File: src/rtl/comparator_sweeper.sv
// comparator_sweeper: on-chip exhaustive sweep of a 4-bit magnitude comparator, checking all 256 operand pairs
// against a golden compare and reporting error count, first failing pair and pass/fail.
module comparator_sweeper #(
  parameter int SETTLE_CYCLES = 1
) (
  input  logic       clk,
  input  logic       rst_n,
  input  logic       start,
  input  logic       abort,
  output logic       a0,
  output logic       a1,
  output logic       a2,
  output logic       a3,
  output logic       b0,
  output logic       b1,
  output logic       b2,
  output logic       b3,
  input  logic       a_bigger,
  input  logic       b_bigger,
  input  logic       equals,
  output logic       busy,
  output logic       done,
  output logic       pass,
  output logic [8:0] err_count,
  output logic [3:0] first_err_a,
  output logic [3:0] first_err_b
);
  typedef enum logic [1:0] {IDLE, SETTLE, CHECK, DONE} state_t;
  state_t     state;
  logic [7:0] idx;
  logic [3:0] cnt;
  logic [2:0] golden;
  logic       mismatch;
  always_comb begin
    golden   = idx[7:4] > idx[3:0] ? 3'b100 : idx[7:4] < idx[3:0] ? 3'b010 : 3'b001;
    mismatch = {a_bigger, b_bigger, equals} != golden;
  end
  // idx doubles as the operand register; it is held at 0 whenever no sweep is running
  assign {a3, a2, a1, a0} = idx[7:4];
  assign {b3, b2, b1, b0} = idx[3:0];
  always_ff @(posedge clk or negedge rst_n) begin
    if (!rst_n) begin
      state       <= IDLE;
      idx         <= '0;
      cnt         <= '0;
      busy        <= 1'b0;
      done        <= 1'b0;
      pass        <= 1'b0;
      err_count   <= '0;
      first_err_a <= '0;
      first_err_b <= '0;
    end else begin
      done <= 1'b0;
      case (state)
        IDLE: if (start) begin
          state       <= SETTLE;
          busy        <= 1'b1;
          pass        <= 1'b0;
          err_count   <= '0;
          first_err_a <= '0;
          first_err_b <= '0;
          idx         <= '0;
          cnt         <= 4'(SETTLE_CYCLES);
        end
        SETTLE: begin
          cnt <= cnt - 4'd1;
          if (abort) begin
            state <= IDLE;
            busy  <= 1'b0;
            idx   <= '0;
          end else if (cnt == 4'd1) state <= CHECK;
        end
        CHECK: begin
          if (mismatch) begin
            err_count <= err_count + 9'd1;
            if (err_count == 9'd0) begin
              first_err_a <= idx[7:4];
              first_err_b <= idx[3:0];
            end
          end
          idx <= abort ? 8'd0 : idx + 8'd1;
          if (abort) begin
            state <= IDLE;
            busy  <= 1'b0;
          end else if (idx == 8'd255) begin
            state <= DONE;
            busy  <= 1'b0;
            done  <= 1'b1;
            pass  <= err_count == 9'd0 && !mismatch;
          end else begin
            state <= SETTLE;
            cnt   <= 4'(SETTLE_CYCLES);
          end
        end
        default: state <= IDLE;
      endcase
    end
  end
endmodule

File: config.mk
export PLATFORM = sky130hd
export DESIGN_NAME = comparator_sweeper
export DESIGN_NICKNAME = d
export VERILOG_FILES = /design/src/rtl/comparator_sweeper.sv
export SDC_FILE = /design/constraint.sdc
export NUM_CORES = 1
export LEC_CHECK = 0
export CAP_MARGIN = 20
export CORE_ASPECT_RATIO = 0.6
export CORE_MARGIN = 5
export CORE_UTILIZATION = 47
export CTS_CLUSTER_DIAMETER = 120
export DETAILED_ROUTE_END_ITERATION = 10
export GPL_TIMING_DRIVEN = 1
export HOLD_SLACK_MARGIN = 0.15
export PLACE_DENSITY_LB_ADDON = 0.05
export SLEW_MARGIN = 25
export SYNTH_ARGS = -nofsm -noshare
export SYNTH_HDL_FRONTEND = slang
export SYNTH_SLANG_ARGS = --single-unit
File: constraint.sdc
create_clock -name clk -period 1.9 [get_ports clk]
set_input_delay 0.38 -clock clk [delete_from_list [all_inputs] [get_ports clk]]
set_output_delay 0.38 -clock clk [all_outputs]
set_load 0.02 [all_outputs]
==> key figures, run 1 <==
Clock network
  – Deepest clock path buffer count: 2
  – Clock Latency Late Sink: 0.29 ns
  – Total clock sinks: 34
  – CTS buffer count: 5
  – CTS tree: done
  – Clk root buf: clkbuf_8
  – Reg clk slew, reported paths: ~0.07 ns
  – Clock H-tree levels: 2

Routing
  – DRC: 0
  – Routed len/inst: ~15 um
  – First-pass iteration count of the detailed router: 4
  – Post-Route WL: approximately 5300 um
  – Vias per cell: 5.41
  – Drt initial violations: 63
  – DR vias: slightly below 2000
  – Routed Antenna Nets: 0

Hold path
  – Worst hold path class: input port to asynchronous set/reset pin

Timing
  – Slew HR: between 70% and 80%
  – Slew @ Worst Pin: approximately 0.42 ns
  – Setup TNS Final: -1.26 ns
  – Final Hold Vio Count: 0
  – Unrepaired setup endpoints after global routing: yes
  – Tmin final: ~2.0 ns
  – Layout Skew: roughly 0.0082 ns
  – Tcrit/Tclk final: 106%
  – Final worst slack: -0.110 ns
  – Final Setup Violations: 18
  – Slew Viols, Final: 0
  – Max Fclk: ~0.5 GHz

Run status
  – Failing checks: setup timing
  – Status: finished, violations left

Pwr
  – Max VDD drop: approximately 430 uV
  – Psw: between 1000 and 1500 uW
  – Part of the power in the clock network: 20.3%
  – Power, Total: roughly 3200 uW
  – Sw Ratio: approximately 40%
  – Flop pwr share: 27.9%
  – Part of the power in combinational logic: around half
  – P_leak: between 0.001 and 0.0015 uW
  – Internal power: slightly below 2000 uW
  – PwrDens: around 1100 nW/um^2

Worst setup path
  – Reg2Reg Setup Slack: -0.11 ns
  – Max incr delay on CP: approximately 0.38 ns
  – CP top delay family: compound AO/OA/AOI/OAI gates
  – Most numerous cell on the critical path: nand4_1
  – Critical path startpoint category: flop
  – Buffers and inverters on the worst path: 2
  – Crit Path Category: flop to flop
  – Crit end category: flop
  – Worst EP required: 2.07 ns
  – Arr. time, crit path: between 2 and 2.5 ns
  – Worst Path Max Fanout: 8
  – Crit-path cells: inv_2 > ha_4 > nand4_1 > a211o_1 > a21o_1 > a22o_4 > buf_12 > nand4_1 > nand3_1
  – Slowest CP cell: dfrtp_2

Die
  – # IOs: 35
  – Full die area: between 5000 and 6000 um^2
  – Die height: between 60 and 70 um
  – Die X: about 94 um
  – FP Rows: 18
  – Core area: 4100 um^2
  – Starting Density: between 40% and 50%

Cells and area
  – Share of cells above drive strength 1: a little over a quarter
  – Register area: about 860 um^2
  – Layout area overhead: 46.4%
  – Ant diodes: 0
  – Total Nets Final: around 320
  – Filler Cell Count: between 300 and 400
  – Multi-input gate area: around 1200 um^2

Global routing
  – Initial antenna violation count: 0
  – Gr usage total: 19.5%
  – Largest net degree at the start of global routing: 35
  – Total gr overflow: 0
  – Vias in the first global route: 1769
  – First-pass GRT wire length: approximately 8500 um

Synthesis
  – Post-synth top area share: 42.6%
  – Synth Area per Inst: 8.69 um^2
  – Cells after Synth: between 200 and 250
  – Post-Synth Adder-Cell Area: under 10%
  – Netlist cell types: 36
  – Seq/Total Area, Yosys: a little over two fifths
  – Multiplexer share of the synthesized area: under 10%
  – Mapped Nets: between 200 and 300
  – YS warnings: 0
  – Largest family of logic cells by synthesized area: simple AND/OR/NAND/NOR gates
  – Post-Synth XOR/XNOR Area: 0%
  – Synthesized area: around 2000 um^2
  – Flip-flop and latch count after synthesis: 34
  – Post-Synth Simple-Gate Area: between 20% and 30%
  – Synth area leaders: dfrtp_1 (43%), ha_1 (8.1%), nand3_1 (6.3%), o21ai_0 (6.3%), nand2_1 (5.8%)
  – Synth Area in Compound Gates: 17.7%
  – Yosys top cell by area: dfrtp_1

Placement
  – Dpl hpwl: ~3800 um
  – Gpl congestion: roughly 0.83
  – IO buf count: 34

Job
  – Max-cap viol count: 0
[what timing repair did]
action	in CTS	in global routing
setup buffers	3	2
cloned	1	0
gates resized for setup	9	17
hold buffers	0	0
pin swaps	4	7
setup endpoints to repair	18	27
[routing by layer]
metal / part of all wire [%] / vias up / GRT usage, %
met2: 42 / 43 / 27.1
met1: 54 / 933 / 29.6
met3: 3.2 / 5 / 5.20
met4: 0.75 / 0 / 5.56
met5: 0 / - / 0
li1: - / 979 / -
[registers in the layout, indices dropped and copies added (netlist names)]
signal       cells
first_err_b      4
pass             1
cnt              4
state            2
err_count        9
done             1
idx              8
first_err_a      4
busy             1
[power by group through the flow]
stage	registers [uW]	logic (uW)	clock network, uW
global placement	910	1440	0
global route	919	1860	695
floorplan	943	894	0
detailed placement	912	1460	0
CTS	899	1590	669
finish	906	1680	659
[synthesized netlist by cell type]
master,n
nand4_1,10
a22oi_2,1
nor4_2,1
o31ai_1,9
dfrtp_1,34
a22o_1,2
or4_1,1
a31oi_1,2
o211ai_1,1
buf_6,2
nor4b_1,1
nor3b_1,1
a21oi_2,1
and2_1,4
nor3_1,3
nand3b_1,1
o41ai_1,1
and3_1,3
nand3_1,25
a21oi_1,8
ha_1,13
inv_1,11
nor2b_1,7
a21o_1,2
o21ai_1,4
buf_2,1
a22o_2,1
nor2_1,11
nor4_1,1
a211o_1,1
nand2b_1,4
nand2_1,31
mux2i_1,1
clkbuf_1,5
o21ai_0,25
mux2_2,1
[through the flow]
stage	instances	worst slack [ns]	hold slack, ns	area [um^2]	util, %
2_1_floorplan	230	-0.0508	0.0844	2050	-
3_3_place_gp	348	-0.170	0.475	2680	65.3
3_5_place_dp	348	-0.226	0.485	2680	65.3
4_1_cts	360	-0.104	0.499	2840	69.4
5_1_grt	362	-0.168	0.535	2930	71.4
6_report	362	-0.110	0.490	2930	71.4
[cell usage in the layout, fill, tap and decap left out, types with 3 or more instances in the layout]
cell	n
buf_4	32
nand2_2	3
clkdlybuf4s50_1	34
nand2_1	28
nor2_1	11
ha_1	9
nand2b_1	4
inv_2	4
and2_1	4
dfrtp_1	26
nand4_1	10
o21ai_0	20
ha_4	4
clkbuf_8	5
o21ai_2	4
buf_6	4
o31ai_1	7
dfrtp_2	8
inv_1	7
nor2b_1	6
nand3_1	24
o21ai_1	5
a21oi_1	5
and3_1	3
[cells by family (layout without fill, tap and decap cells)]
kind of cell	count (synthesis)	in the layout
flip-flops	34	34
AND/OR/NAND/NOR	104	104
AO/OA/AOI/OAI	58	58
adder cells (fa/ha/maj)	13	13
multiplexers	2	2
buffers and inverters	19	91
[worst paths after layout]
kind	start	endpoint	depth (start not counted)
max	idx[3]$_DFFE_PN0P_	first_err_b[3]$_DFFE_PN0P_	9
min	rst_n	idx[0]$_DFFE_PN0P_	2
max reg2reg	idx[3]$_DFFE_PN0P_	first_err_b[3]$_DFFE_PN0P_	9
min reg2reg	pass$_DFFE_PN0P_	pass$_DFFE_PN0P_	2
max in group asynchronous	rst_n	idx[3]$_DFFE_PN0P_	2
min in group clk	pass$_DFFE_PN0P_	pass$_DFFE_PN0P_	2
[area by class of cell]
class | instances | share of cell area, %
Tap cell | 60 | 2.57
Inverter | 11 | 1.41
Clock inverter | 3 | 1.37
Sequential cell | 34 | 29.4
Multi-Input combinational cell | 177 | 40.7
Clock buffer | 5 | 2.35
Timing Repair Buffer | 72 | 22.2
Power figures use the tool's default switching activity.
==> inputs of run 2 (changes only) <==
CAP_MARGIN = default   (was 20)
==> results of run 2 <==
Same layout as run 1: the final DEF is identical, and so are final timing and power.
